**config.mk**
```make
export PLATFORM = sky130hd
export DESIGN_NAME = apb_master_arb
export DESIGN_NICKNAME = d
export VERILOG_FILES = /design/src/rtl/apb_master_arb.sv
export SDC_FILE = /design/constraint.sdc
export NUM_CORES = 1
export LEC_CHECK = 0
export ABC_AREA = 1
export CAP_MARGIN = 30
export CORE_AREA = 8 8 159 161
export CTS_CLUSTER_DIAMETER = 80
export CTS_CLUSTER_SIZE = 30
export DETAILED_ROUTE_END_ITERATION = 16
export DIE_AREA = 0 0 167 169
export PLACE_DENSITY = 0.7
export SKIP_LAST_GASP = 1
export SYNTH_ARGS = -nofsm -noshare
export SYNTH_HDL_FRONTEND = slang
export SYNTH_SLANG_ARGS = --single-unit
```
**constraint.sdc**
```tcl
create_clock -name clk -period 5.4 [get_ports clk]
set_input_delay 1.08 -clock clk [delete_from_list [all_inputs] [get_ports clk]]
set_output_delay 1.08 -clock clk [all_outputs]
set_load 0.01 [all_outputs]
```
**src/rtl/apb_master_arb.sv**
```systemverilog
// rtl/apb_master_arb.sv - round-robin arbiter and APB4 master sequencer for NUM_REQ requesters
module apb_master_arb #(
    parameter int NUM_REQ    = 4,
    parameter int ADDR_WIDTH = 32,
    parameter int DATA_WIDTH = 32,
    parameter int TIMEOUT    = 256
) (
    input  logic                           clk,
    input  logic                           rst,
    input  logic [NUM_REQ-1:0]             req_valid,
    output logic [NUM_REQ-1:0]             req_ready,
    input  logic [NUM_REQ-1:0]             req_wr,
    input  logic [NUM_REQ*ADDR_WIDTH-1:0]  req_addr,
    input  logic [NUM_REQ*DATA_WIDTH-1:0]  req_wdata,
    input  logic [NUM_REQ*DATA_WIDTH/8-1:0] req_strb,
    output logic [NUM_REQ-1:0]             rsp_valid,
    output logic [DATA_WIDTH-1:0]          rsp_rdata,
    output logic                           rsp_slverr,
    output logic                           wr,
    output logic                           sel,
    output logic                           enable,
    output logic [ADDR_WIDTH-1:0]          addr,
    output logic [DATA_WIDTH-1:0]          wdata,
    output logic [DATA_WIDTH/8-1:0]        strb,
    input  logic [DATA_WIDTH-1:0]          rdata,
    input  logic                           ready,
    input  logic                           slverr
);

    localparam int SW = DATA_WIDTH / 8;
    localparam int IW = $clog2(NUM_REQ);
    localparam int TW = (TIMEOUT > 1) ? $clog2(TIMEOUT) : 1;

    typedef enum logic [1:0] {
        S_IDLE,
        S_SETUP,
        S_ACCESS
    } state_t;

    state_t          state;
    state_t          state_nxt;
    logic [IW-1:0]   last_grant;
    logic [IW-1:0]   cur;
    logic [IW-1:0]   winner;
    logic            found;
    int              rr_idx;
    logic [TW-1:0]   tcnt;
    logic            access_done;
    logic            timed_out;

    logic [ADDR_WIDTH-1:0] addr_arr  [NUM_REQ];
    logic [DATA_WIDTH-1:0] wdata_arr [NUM_REQ];
    logic [SW-1:0]         strb_arr  [NUM_REQ];

    // Split the flat request buses into per-requester fields
    always_comb begin
        for (int i = 0; i < NUM_REQ; i++) begin
            addr_arr[i]  = req_addr[i*ADDR_WIDTH +: ADDR_WIDTH];
            wdata_arr[i] = req_wdata[i*DATA_WIDTH +: DATA_WIDTH];
            strb_arr[i]  = req_strb[i*SW +: SW];
        end
    end

    // Round-robin search starting just after the last granted requester
    always_comb begin
        winner = '0;
        found  = 1'b0;
        rr_idx = 0;
        for (int k = 1; k <= NUM_REQ; k++) begin
            rr_idx = (int'(last_grant) + k) % NUM_REQ;
            if (!found && req_valid[IW'(rr_idx)]) begin
                found  = 1'b1;
                winner = IW'(rr_idx);
            end
        end
    end

    // Next-state logic and APB phase outputs
    always_comb begin
        state_nxt   = state;
        req_ready   = '0;
        sel         = 1'b0;
        enable      = 1'b0;
        access_done = 1'b0;
        timed_out   = 1'b0;
        case (state)
            S_IDLE: begin
                if (found) begin
                    req_ready[winner] = 1'b1;
                    state_nxt         = S_SETUP;
                end
            end
            S_SETUP: begin
                sel       = 1'b1;
                state_nxt = S_ACCESS;
            end
            S_ACCESS: begin
                sel    = 1'b1;
                enable = 1'b1;
                if (ready) begin
                    access_done = 1'b1;
                end else if (TIMEOUT != 0 && tcnt == TW'(TIMEOUT - 1)) begin
                    // This is the TIMEOUT-th ACCESS cycle without ready
                    timed_out = 1'b1;
                end
                if (access_done || timed_out) begin
                    state_nxt = S_IDLE;
                end
            end
            default: state_nxt = S_IDLE;
        endcase
    end

    // State register and arbitration history
    always_ff @(posedge clk) begin
        if (!rst) begin
            state      <= S_IDLE;
            last_grant <= IW'(NUM_REQ - 1);
            cur        <= '0;
        end else begin
            state <= state_nxt;
            if (state == S_IDLE && found) begin
                last_grant <= winner;
                cur        <= winner;
            end
        end
    end

    // Capture the granted command; held stable through SETUP and ACCESS
    always_ff @(posedge clk) begin
        if (!rst) begin
            wr    <= 1'b0;
            addr  <= '0;
            wdata <= '0;
            strb  <= '0;
        end else if (state == S_IDLE && found) begin
            wr    <= req_wr[winner];
            addr  <= addr_arr[winner];
            wdata <= wdata_arr[winner];
            strb  <= req_wr[winner] ? strb_arr[winner] : '0;
        end
    end

    // Count ACCESS cycles spent waiting for ready
    always_ff @(posedge clk) begin
        if (!rst) begin
            tcnt <= '0;
        end else if (state == S_IDLE && found) begin
            tcnt <= '0;
        end else if (state == S_ACCESS && !ready && !timed_out) begin
            tcnt <= tcnt + 1'b1;
        end
    end

    // Response pulse to the granted requester; data and error hold until the next response
    always_ff @(posedge clk) begin
        if (!rst) begin
            rsp_valid  <= '0;
            rsp_rdata  <= '0;
            rsp_slverr <= 1'b0;
        end else begin
            rsp_valid <= '0;
            if (access_done || timed_out) begin
                rsp_valid[cur] <= 1'b1;
                rsp_rdata      <= (access_done && !wr) ? rdata : '0;
                rsp_slverr     <= access_done ? slverr : 1'b1;
            end
        end
    end

endmodule

```
==> results_dict.tcl <==
set metrics [dict create \
    async_flop_share_pct 0 \
    grt_overflow 0 \
    switching_share_pct 49.8 \
    regArea_sq_um 2400 \
    netlist_area_sq_um 7190 \
    pin_count 428 \
    maxSlewHeadroom_pct 34.6 \
    synth_cells 1197 \
    start_util_pct 31.4 \
    synth_warnings 0 \
    clock_skew_ps 10.2 \
    synth_edf_count 0 \
    placed_cell_area_sq_um 11600 \
    die_h_microns 169 \
    gp_congestion 0.853 \
    post_drt_wl_per_cell_microns 15.7 \
    n_fill_cell 2276 \
    finalCoreUtilization_pct 53.1 \
    port_buffers 427 \
    numCtsBuffers 17 \
    clkTransAtPathRegs_ps 60 \
    worst_slew_pin_slew_ps 981 \
    synth_top_area_share_pct 33.4 \
    whs_ps 447 \
    antenna_found_initial 2 \
    hold_path_depth 2 \
    slew_violations 0 \
    yosysTopAreaCell "dfxtp_1" \
    synth_flop_cell "dfxtp_1" \
    die-area_sq_um 28200 \
    reg2reg_depth 15 \
    postCtsSetupRepairBufs 0 \
    seq_area_frac_synth_pct 33.4 \
    r2r-end "wdata[28]" \
    fmax_ghz 0.221 \
    rsz0062_at_grt "no" \
    cts_max_path_buffers 2 \
    cp-start-kind "primary input" \
    cts.sinks 120 \
    internal_power_mw 3.31 \
    status "completed" \
    path_class "in2out" \
    core_sq_um 22900 \
    rr_startpoint "last_grant[0]" \
    powerDensity_nw_per_um2 541 \
    critPathMaxFanout 12 \
    grt_pass1_vias 8359 \
    final_cell_area_sq_um 12200 \
    post-route-period-util_pct 83.9 \
    setup_viol 0 \
    clk_latency_ps 420 \
    worstPathArrival_ps 3450 \
    max-cap-violations 0 \
    multiInputGateArea_sq_um 3760 \
    p_sw_mw 3.27 \
    synthTopCellsByArea "dfxtp_1 33%, nand2_1 30%, inv_1 8.7%" \
    grt_max_degree 114 \
    grt_use_total_pct 20.3 \
    yosysUniqueCellTypes 36 \
    hp-class "reg2reg" \
    postSynthAreaPerCell_sq_um 6.00 \
    vias_per_cell 4.48 \
    rrSetupSlack_ps 2270 \
    hold_violations 0 \
    root_buffer "clkbuf_16" \
    dieWidth_microns 167 \
    drt-pass1-iter-count 6 \
    worstPathRequired_ps 4320 \
    nNetsFinal 1902 \
    p_clk_share_pct 17.1 \
    grt_pass1_wl_mm 45.4 \
    wirelength_mm 29.6 \
    drive_gt1_share_pct 4.39 \
    seq_power_share_pct 18.3 \
    drc 0 \
    min_to "wdata[13]" \
    syn_to_final_growth_pct 69.3 \
    ant_nets 0 \
    htree_levels 4 \
    syn_nets 1517 \
    row_count 56 \
    irDropWorstVdd_mv 0.678 \
    synth-seq-cells 120 \
    finalCriticalPeriod_ps 4530 \
    cts_hold_buf 0 \
    fin_ws_ps 871 \
    cts_tree "yes" \
    combPwrFrac_pct 64.5 \
    fin_setup_tns_ps 0 \
    ctsResizeCount 0 \
    dp_hpwl_mm 23.4 \
    drtIter0Drc 341 \
    pre_cts_slack_ps 870 \
    min-delay-start "wdata[13]" \
    leakage_nw 5.63 \
    dr_total_vias 8448 \
    critPathCaptureType "primary output" \
]
[flip-flops by register name (all words and copies together) (netlist names)]
| register | cells |
|---|---|
| wdata | 32 |
| wr | 1 |
| last_grant | 2 |
| strb | 4 |
| state | 2 |
| rsp_valid | 4 |
| cur | 2 |
| rsp_slverr | 1 |
| addr | 32 |
| tcnt | 8 |
| rsp_rdata | 32 |
[synth_stat cells (3+ instances only)]
cell / count
nand2_2: 9
o211ai_1: 66
o21ai_0: 55
nand3_1: 24
nor3_1: 7
ha_1: 4
dfxtp_1: 120
buf_1: 8
buf_4: 6
a21oi_1: 42
buf_6: 8
nand4_1: 12
nand2_1: 575
buf_2: 22
inv_2: 6
nor2_1: 7
nand2_4: 3
clkbuf_1: 27
o21ai_1: 14
inv_1: 166
[per-layer routing]
metal / routed length [microns] / track usage, % / share of wire (%)
met1: 11700 / 21.9 / 39
met2: 14900 / 36.0 / 50
met3: 2240 / 7.29 / 7.6
met4: 796 / 7.05 / 2.7
met5: 0 / 0 / 0
[worst max-delay path by stage]
| stage | startpoint | to | slack (ps) |
|---|---|---|---|
| CTS | req_valid[3] | req_ready[0] | 850 |
| floorplan | req_valid[3] | req_ready[2] | 1950 |
| finish | req_valid[3] | req_ready[0] | 870 |
| global placement | req_valid[3] | req_ready[2] | 920 |
| detailed placement | req_valid[3] | req_ready[0] | 870 |
| global route | req_valid[3] | req_ready[0] | 690 |
[stage by stage]
stage	instances	power [mW]
3_5_place_dp	1853	5.53
5_1_grt	1887	7.25
4_1_cts	1885	6.69
6_report	1887	6.58
3_3_place_gp	1852	5.47
2_1_floorplan	1197	4.29
[cell families (layout without fill, tap and decap cells)]
kind of cell	after synthesis	in the layout	share of synthesized area, %
buf+inv	244	642	14.3
xor+xnor	1	1	0.122
compound gates	182	182	15.2
other cells	0	2	0
simple gates	646	646	36.2
fa+ha+maj	4	4	0.697
flops	120	120	33.4
[power by group through the flow]
stage / combinational, mW / sequential [mW] / clock (mW)
2_1_floorplan: 3.01 / 1.28 / 0
3_3_place_gp: 4.25 / 1.22 / 0
3_5_place_dp: 4.31 / 1.22 / 0
4_1_cts: 4.33 / 1.21 / 1.16
5_1_grt: 4.82 / 1.23 / 1.20
6_report: 4.25 / 1.21 / 1.13
[worst max-delay path, cell delays in order]
cell	delay (ps)
clkdlybuf4s50_1	480
inv_1	50
nand2_1	70
nand3_1	120
nand2_2	150
nand4_1	90
nand2_1	340
nand3_4	220
nor3_1	230
clkdlybuf4s50_1	610
[area by class of cell]
cell class	instances	area share (%)
timing repair buffer	437	36.1
multi-input combinational	833	30.9
sequential	120	19.8
inverter	173	5.38
clock buffer	17	3.50
tap	290	2.98
clock inverter	15	1.30
antenna	2	0.0412
[layout by cell type, fill, tap and decap left out, types with 9 or more instances in the layout]
cell type          n
nand2_1          575
clkdlybuf4s50_1  427
inv_1            166
dfxtp_1          120
o211ai_1          66
o21ai_0           55
a21oi_1           42
nand3_1           24
clkbuf_16         17
o21ai_1           14
nand4_1           12
nand2_2            9
Note: power is estimated with default switching activity, not from simulation.
